==> config.mk <==
export PLATFORM = sky130hd
export DESIGN_NAME = uart_time_report_flat
export DESIGN_NICKNAME = d
export VERILOG_FILES = /design/src/rtl/uart_time_report_if.sv /design/src/rtl/uart_time_report.sv /design/src/flat_wrapper.sv
export SDC_FILE = /design/constraint.sdc
export NUM_CORES = 1
export LEC_CHECK = 0
export ABC_AREA = 1
export CAP_MARGIN = 20
export CORE_MARGIN = 10
export CORE_UTILIZATION = 50
export CTS_BUF_LIST = sky130_fd_sc_hd__clkbuf_8 sky130_fd_sc_hd__clkbuf_16
export CTS_CLUSTER_DIAMETER = 200
export DETAILED_ROUTE_END_ITERATION = 7
export GPL_TIMING_DRIVEN = 0
export PLACE_DENSITY = 0.79
export SLEW_MARGIN = 20
export SYNTH_ARGS = -nofsm -noshare
export SYNTH_HDL_FRONTEND = slang
export SYNTH_SLANG_ARGS = --single-unit
==> constraint.sdc <==
create_clock -name clk -period 2.1 [get_ports clk]
set_input_delay 0.21 -clock clk [delete_from_list [all_inputs] [get_ports clk]]
set_output_delay 0.21 -clock clk [all_outputs]
set_load 0.02 [all_outputs]
==> src/rtl/uart_time_report_if.sv <==
// Request/snapshot inputs and serial/status outputs of the UART time report transmitter.
interface uart_time_report_if;
   logic        report_req;
   logic [23:0] time_in;
   logic [31:0] date_in;
   logic        uart_tx;
   logic        busy;
   logic        done;

   modport master (output report_req, time_in, date_in, input uart_tx, busy, done);
   modport slave  (input report_req, time_in, date_in, output uart_tx, busy, done);
endinterface

==> src/rtl/uart_time_report.sv <==
// Sends a snapshot of the RTC BCD time (and date when DATE_REPORT_EN is defined) as one
// ASCII line over UART 8N1. Without DATE_REPORT_EN the line is "HH:MM:SS\r\n".
module uart_time_report #(
   parameter int unsigned CLK_FREQ = 50_000_000,
   parameter int unsigned BAUD     = 9600
) (
   input  logic              clk,
   input  logic              rst,
   uart_time_report_if.slave bus
);
   localparam int unsigned BAUD_DIV = CLK_FREQ / BAUD;
   localparam int unsigned CNT_W    = $clog2(BAUD_DIV);
   localparam logic [CNT_W-1:0] CNT_LAST = CNT_W'(BAUD_DIV - 1);
`ifdef DATE_REPORT_EN
   localparam int unsigned LEN = 21;
`else
   localparam int unsigned LEN = 10;
`endif
   localparam logic [4:0] CHAR_LAST = 5'(LEN - 1);

   typedef enum logic [1:0] {IDLE, START, DATA, STOP} state_t;

   state_t           state;
   logic [CNT_W-1:0] baud_cnt;
   logic [2:0]       bit_idx;
   logic [4:0]       char_idx;
   logic [23:0]      time_q;
`ifdef DATE_REPORT_EN
   logic [31:0]      date_q;
`endif
   logic             tx_q;
   logic             busy_q;
   logic             done_q;
   logic [7:0]       cur_char;

   function automatic logic [7:0] asc(input logic [3:0] n);
      return (n <= 4'd9) ? (8'h30 + {4'h0, n}) : 8'h3F;
   endfunction

   always_comb begin
      cur_char = 8'h3F;
`ifdef DATE_REPORT_EN
      case (char_idx)
         5'd0:  cur_char = asc(date_q[31:28]);
         5'd1:  cur_char = asc(date_q[27:24]);
         5'd2:  cur_char = asc(date_q[23:20]);
         5'd3:  cur_char = asc(date_q[19:16]);
         5'd4:  cur_char = 8'h2D;
         5'd5:  cur_char = asc(date_q[15:12]);
         5'd6:  cur_char = asc(date_q[11:8]);
         5'd7:  cur_char = 8'h2D;
         5'd8:  cur_char = asc(date_q[7:4]);
         5'd9:  cur_char = asc(date_q[3:0]);
         5'd10: cur_char = 8'h20;
         5'd11: cur_char = asc(time_q[23:20]);
         5'd12: cur_char = asc(time_q[19:16]);
         5'd13: cur_char = 8'h3A;
         5'd14: cur_char = asc(time_q[15:12]);
         5'd15: cur_char = asc(time_q[11:8]);
         5'd16: cur_char = 8'h3A;
         5'd17: cur_char = asc(time_q[7:4]);
         5'd18: cur_char = asc(time_q[3:0]);
         5'd19: cur_char = 8'h0D;
         5'd20: cur_char = 8'h0A;
         default: cur_char = 8'h3F;
      endcase
`else
      case (char_idx)
         5'd0: cur_char = asc(time_q[23:20]);
         5'd1: cur_char = asc(time_q[19:16]);
         5'd2: cur_char = 8'h3A;
         5'd3: cur_char = asc(time_q[15:12]);
         5'd4: cur_char = asc(time_q[11:8]);
         5'd5: cur_char = 8'h3A;
         5'd6: cur_char = asc(time_q[7:4]);
         5'd7: cur_char = asc(time_q[3:0]);
         5'd8: cur_char = 8'h0D;
         5'd9: cur_char = 8'h0A;
         default: cur_char = 8'h3F;
      endcase
`endif
   end

   always_ff @(posedge clk) begin
      if (rst) begin
         state    <= IDLE;
         baud_cnt <= '0;
         bit_idx  <= '0;
         char_idx <= '0;
         time_q   <= '0;
`ifdef DATE_REPORT_EN
         date_q   <= '0;
`endif
         tx_q     <= 1'b1;
         busy_q   <= 1'b0;
         done_q   <= 1'b0;
      end else begin
         done_q <= 1'b0;
         if (state == IDLE) begin
            // accepted also in the done cycle, giving back-to-back lines
            if (bus.report_req) begin
               time_q   <= bus.time_in;
`ifdef DATE_REPORT_EN
               date_q   <= bus.date_in;
`endif
               state    <= START;
               busy_q   <= 1'b1;
               tx_q     <= 1'b0;
               baud_cnt <= '0;
               bit_idx  <= '0;
               char_idx <= '0;
            end
         end else if (baud_cnt != CNT_LAST) begin
            baud_cnt <= baud_cnt + CNT_W'(1);
         end else begin
            baud_cnt <= '0;
            case (state)
               START: begin
                  state   <= DATA;
                  bit_idx <= '0;
                  tx_q    <= cur_char[0];
               end
               DATA: begin
                  if (bit_idx == 3'd7) begin
                     state <= STOP;
                     tx_q  <= 1'b1;
                  end else begin
                     bit_idx <= bit_idx + 3'd1;
                     tx_q    <= cur_char[bit_idx + 3'd1];
                  end
               end
               STOP: begin
                  if (char_idx == CHAR_LAST) begin
                     state    <= IDLE;
                     busy_q   <= 1'b0;
                     done_q   <= 1'b1;
                     char_idx <= '0;
                  end else begin
                     char_idx <= char_idx + 5'd1;
                     state    <= START;
                     tx_q     <= 1'b0;
                  end
               end
               default: state <= IDLE;
            endcase
         end
      end
   end

   assign bus.uart_tx = tx_q;
   assign bus.busy    = busy_q;
   assign bus.done    = done_q;
endmodule

==> src/flat_wrapper.sv <==
// flat-port wrapper written by rule: the top's interface ports become plain ports
module uart_time_report_flat 
#(
   parameter int unsigned CLK_FREQ = 50_000_000,
   parameter int unsigned BAUD     = 9600
)
  (clk, rst, bus_report_req, bus_time_in, bus_date_in, bus_uart_tx, bus_busy, bus_done);
  uart_time_report_if bus_i ();
  input  logic clk;
  input  logic rst;
  input wire logic [$bits(bus_i.report_req)-1:0] bus_report_req;
  input wire logic [$bits(bus_i.time_in)-1:0] bus_time_in;
  input wire logic [$bits(bus_i.date_in)-1:0] bus_date_in;
  output wire logic [$bits(bus_i.uart_tx)-1:0] bus_uart_tx;
  output wire logic [$bits(bus_i.busy)-1:0] bus_busy;
  output wire logic [$bits(bus_i.done)-1:0] bus_done;
  assign bus_i.report_req = bus_report_req;
  assign bus_i.time_in = bus_time_in;
  assign bus_i.date_in = bus_date_in;
  assign bus_uart_tx = bus_i.uart_tx;
  assign bus_busy = bus_i.busy;
  assign bus_done = bus_i.done;
  uart_time_report #(.CLK_FREQ(CLK_FREQ), .BAUD(BAUD)) u_core (.clk(clk), .rst(rst), .bus(bus_i));
endmodule
* Word level (Yosys, flattened, before mapping)
Index checks and enable logic that the tools add are counted.
** Storage, ports and cells
- Register bits after elaboration :: 50
- Output and inout port bits :: 3
- Logic and storage cells :: 98
** Operators by class
- Add/subtract/negate cells :: 9
- $lt $le $gt $ge :: 7
- Eq/ne operators :: 19
- Multiplexer cells :: 40
- Bitwise gates (word level) :: 1
- Reduce and logical (&&, ||, !) cells :: 14
** Operators with widths (count)
- one-hot mux 8 bit (9 select lines) :: 1
- 2-to-1 mux 8 bit :: 6
- adder 6 x 4 -> 7 bit, first input constant :: 6
- 2-to-1 mux 13 bit :: 3
- 2-to-1 mux 5 bit :: 5
- less-or-equal comparator 4 bit, second input constant :: 6
- == test 5 x 3 -> 1 bit, second input constant :: 4
- adder 13 x 1 -> 13 bit, second input constant :: 1
- 2-to-1 mux 1 bit :: 13
- != test 13 bit, second input constant :: 1
- 2-to-1 mux 3 bit :: 4
- AND reduction 4 bit :: 3
- == test 5 x 2 -> 1 bit, second input constant :: 2
- == test 5 x 4 -> 1 bit, second input constant :: 2
- 2-to-1 mux 2 bit :: 4
- != test 3 x 2 -> 1 bit, second input constant :: 2
- one-hot mux 2 bit (3 select lines) :: 1
- one-hot mux 3 bit (2 select lines) :: 1
- AND reduction 3 bit :: 2
- adder 5 x 1 -> 5 bit, second input constant :: 1
- == test 5 x 1 -> 1 bit, second input constant :: 1
- logical NOT 5 bit :: 1
- == test 2 bit, second input constant :: 2
- less-than comparator 3 x 4 -> 1 bit, second input constant :: 1
- other kinds (16) :: 17

* Logic depth before layout (Yosys ltp)
- Depth after elaboration :: 9
- Mapped depth :: 16
- Gate-level depth less buffers :: 16

* Worst setup path after synthesis
Ideal clock, no wire load.
- Path kind :: reg2reg
- From :: reg u_core.baud_cnt[0]
- To :: reg u_core.state[0]
- Setup time :: 132 ps
- Data arrival time :: 1420 ps
- Path slack :: 548 ps
- Cell stages (with the launch flop) :: 11
- Path buffers :: 0
- Clock period less this slack :: 1552 ps
- Path through :: dfxtp_1 ha_1 nand2_1 nor3_1 nand3_2 nand2_4 nand2_4 nor2_1 o21ai_0 nand2_1 a21oi_1
** On the way
- Cells in the longest elaborated chain, start to end :: 3
** RTL lines
- from (decl) :: line uart_time_report.sv:24 : logic [CNT_W-1:0] baud_cnt;
- from (signal assigned) :: line uart_time_report.sv:114 : baud_cnt <= baud_cnt + CNT_W'(1);
- != test 13 bit :: line uart_time_report.sv:113 : end else if (baud_cnt != CNT_LAST) begin
- != test 2 x 1 -> 1 bit (no line)
- AND reduction 3 bit (no line)
- to (signal assigned) :: line uart_time_report.sv:106 : state <= START;
- to (signal assigned) :: line uart_time_report.sv:119 : state <= DATA;
- to (signal assigned) :: line uart_time_report.sv:125 : state <= STOP;
- to (decl) :: line uart_time_report.sv:23 : state_t state;
Every way passes these cells.
A chain may end at the register's enable or synchronous reset.

* Final worst setup path
- From :: reg u_core.baud_cnt[0]
- To :: reg u_core.busy_q, in the netlist u_core.bus.busy
** On the way
- Cells in the longest elaborated chain, start to end :: 3
** RTL lines
- != test 13 bit :: line uart_time_report.sv:113
- != test 2 x 1 -> 1 bit (no line)
- AND reduction 4 bit (no line)
- to (signal assigned) :: line uart_time_report.sv:95 : busy_q <= 1'b0;
- to (signal assigned) :: line uart_time_report.sv:107 : busy_q <= 1'b1;
- to (signal assigned) :: line uart_time_report.sv:135 : busy_q <= 1'b0;
- to (decl) :: line uart_time_report.sv:32 : logic busy_q;
Every way passes these cells.

==> reports/metrics.yaml <==
ys_top_cells_by_count: "nand2_1 (93), nor2_1 (66), dfxtp_1 (50), a21oi_1 (43)"
cts_setup_buffers: 0
timing.rr.start: "u_core.baud_cnt[0]"
crit_chain: "ha_1 -> nand2_1 -> nor3_1 -> nand3_2 -> nand2_4 -> nand2_4 -> nor2_8 -> o21ai_2 -> nand2_1 -> a21oi_1"
multiInputGateArea_sq_um: 1540
dp_hpwl_mm: 5.02
port_buffers: 28
synthTopCellsByArea: "dfxtp_1 (36%), nand2_1 (13%), nor2_1 (9.0%)"
via_count: 2761
syn_area_sq_um: 2770
total_leakage_power_nw: 1.37
peakVddDrop_mv: 0.405
yosysMostFrequentCell: "nand2_1"
synthAdderAreaFrac_pct: 4.52
initial_core_util_pct: 50.9
crit_path_max_fanout: 8
die-area_sq_um: 8910
antenna_cells: 0
power_frac_seq_pct: 36.8
coreArea_sq_um: 5440
syn_area_per_cell_sq_um: 6.60
insertion_delay_ns: 0.30
synth_compound_area_share_pct: 18.6
io_pins: 62
synthMuxAreaShare_pct: 0
worstPathRequired_ns: 2.27
drt_pass1_iterations: 4
grt_max_degree: 15
num_rows: 27
synth_fp_nets: 488
grt_usage_pct: 15.2
p_sw_mw: 1.49
async_flop_share_pct: 0
critPathArrivalTime_ns: 2.03
yosys.area_share.simple_pct: 31.4
critPathSlowestCell: "dfxtp_1"
ant_nets: 0
cp_num_buf_inv: 0
hold_viol_final: 0
fin_crit_ns: 1.87
power.density_nw_per_um2: 1060
synth.distinct_cells: 30
r2r_setup_slack_ns: 0.23
fin_setup_tns_ns: 0
drive_above_1_share_pct: 5.49
seqCellArea_sq_um: 1000
cts_tree: "done"
pre_cts_ws_ns: 0.155
fin_skew_ns: 0.00269
cap_violations: 0
htree_levels: 2
final.setup.worst_slack_ns: 0.232
fp.dieH_um: 94.4
p_int_mw: 1.96
worstSetupStartpointType: "flop"
post_drt_wl_per_cell_um: 12.4
p_sw_share_pct: 43.1
rsz0062_at_grt: "false"
synth_xor_area_share_pct: 1.27
numCtsBuffers: 5
slew_headroom_pct: 60.7
tightest_slew_ns: 0.590
antenna_found_initial: 0
crit_path_end_kind: "flop"
drv_slew: 0
grt_pass1_vias: 2492
vias_per_cell: 5.24
ctsHoldBuffers: 0
drc_errors: 0
drt_wl_total_mm: 6.53
grt_pass1_wl_mm: 11.2
reg2regPathDepth: 10
gr-total-overflow: 0
crit_family: "simple AND/OR/NAND/NOR gates"
setup_viol: 0
nets: 523
synth_seq_cells: 50
cts_resized: 0
fmax_mhz: 535
clock-sinks: 50
slowest_delay_ns: 0.39
hold_end: "u_core.baud_cnt[11]"
finalCritPeriodShare_pct: 89.0
pwr-share-comb_pct: 46.5
synth_enable_flop_cells: 0
syn2layout_area_growth_pct: 16.9
synth_top_family_by_area: "simple AND/OR/NAND/NOR gates"
synth-main-ff-cell: "dfxtp_1"
clock-root-buffer: "clkbuf_8"
drt-initial-drc-count: 143
gp_congestion: 0.929
r2r_end: "u_core.bus.busy"
whs_path_depth: 2
nFillCells: 534
netlist.area_leader.share_pct: 36.2
crit_type: "flop to flop"
clk_path_buf_depth: 2
ys_seq_area_share_pct: 36.2
synth_warnings: 0
clockPowerShare_pct: 16.7
holdCritPathClass: "input port to flop"
syn_inst: 419
synth_top_area_cell: "dfxtp_1"
status: "completed"
die_w_um: 94.4
path_clk_slew_ns: 0.09
hp-start: "rst"
state kept, by name, summed over array words and instances (netlist names):
register and count:
u_core.char_idx 5, u_core.state 2, u_core.bus.busy 1, u_core.baud_cnt 13, u_core.bus.uart_tx 1, u_core.bus.done 1, u_core.bit_idx 3, u_core.time_q 24
power groups by stage:
stage,clock network (mW),registers [mW],logic [mW]
6_report,0.574,1.27,1.60
2_1_floorplan,0,1.27,1.19
5_1_grt,0.628,1.30,1.82
3_5_place_dp,0,1.29,1.58
3_3_place_gp,0,1.28,1.56
4_1_cts,0.591,1.27,1.59
cell type report:
cell class / count / share of cell area (%)
Tap cell: 72 / 2.79
Inverter: 48 / 5.76
Timing Repair Buffer: 28 / 8.67
Sequential cell: 50 / 30.9
Multi-Input combinational cell: 311 / 47.7
Clock buffer: 6 / 2.55
Buffer: 10 / 1.28
Clock inverter: 2 / 0.271
layer usage:
layer / vias up / routed length [um] / global-route usage (%)
li1: 1439 / - / -
met1: 1244 / 2980 / 18.8
met2: 67 / 3100 / 26.0
met3: 11 / 342 / 2.70
met4: 0 / 106 / 4.94
met5: - / 0 / 0
cell usage in the layout (no fill, tap or decap), drive strengths merged:
| cell | netlist | final |
|---|---|---|
| nor2 | 68 | 68 |
| ha | 10 | 10 |
| o31ai | 2 | 2 |
| clkbuf | 9 | 15 |
| buf | 1 | 1 |
| a221oi | 1 | 1 |
| o21a | 1 | 1 |
| a211oi | 2 | 2 |
| nor4 | 1 | 1 |
| nand3b | 3 | 3 |
| clkdlybuf4s50 | 0 | 28 |
| clkinvlp | 0 | 1 |
| o221ai | 1 | 1 |
| dfxtp | 50 | 50 |
| clkinv | 1 | 1 |
| xor2 | 4 | 4 |
| nor3 | 7 | 7 |
| o21ai | 42 | 42 |
| nand2 | 95 | 95 |
| a21o | 4 | 4 |
| a21oi | 43 | 43 |
| inv | 47 | 48 |
| nand3 | 23 | 23 |
| nand4 | 4 | 4 |
worst max path at each step:
stage	end	slack (ns)	from	depth (start not counted)
after global placement	u_core.time_q[2]	0.16	u_core.state[0]	7
after global routing	u_core.bus.uart_tx	0.01	u_core.char_idx[0]	15
after CTS	u_core.time_q[2]	0.14	u_core.state[0]	7
after detailed placement	u_core.time_q[2]	0.16	u_core.state[0]	7
final	u_core.bus.busy	0.23	u_core.baud_cnt[0]	10
after floorplan	u_core.state[0]	0.55	u_core.baud_cnt[0]	10
worst register-to-register path: cells and delay by family (launching register included):
family,cells,cell delay (ns)
AOI/OAI and AO/OA,2,0.15
adders and majority gates,1,0.24
DFF,1,0.39
and+or+nand+nor,7,0.97
stage by stage:
stage | area, sq um | power [mW] | utilization [%] | hold slack (ns) | cells
2_1_floorplan | 2770 | 2.47 | - | 0.377 | 419
3_5_place_dp | 3140 | 2.87 | 57.7 | 0.454 | 519
3_3_place_gp | 3140 | 2.83 | 57.7 | 0.450 | 519
6_report | 3230 | 3.44 | 59.5 | 0.339 | 527
5_1_grt | 3230 | 3.75 | 59.5 | 0.382 | 527
4_1_cts | 3230 | 3.45 | 59.4 | 0.337 | 527
kinds of logic after synthesis:
kind of cell	after synthesis
simple gates	201
compound gates	96
buf+inv	58
flops	50
fa+ha+maj	10
xor+xnor	4
Power figures use the tool's default switching activity.
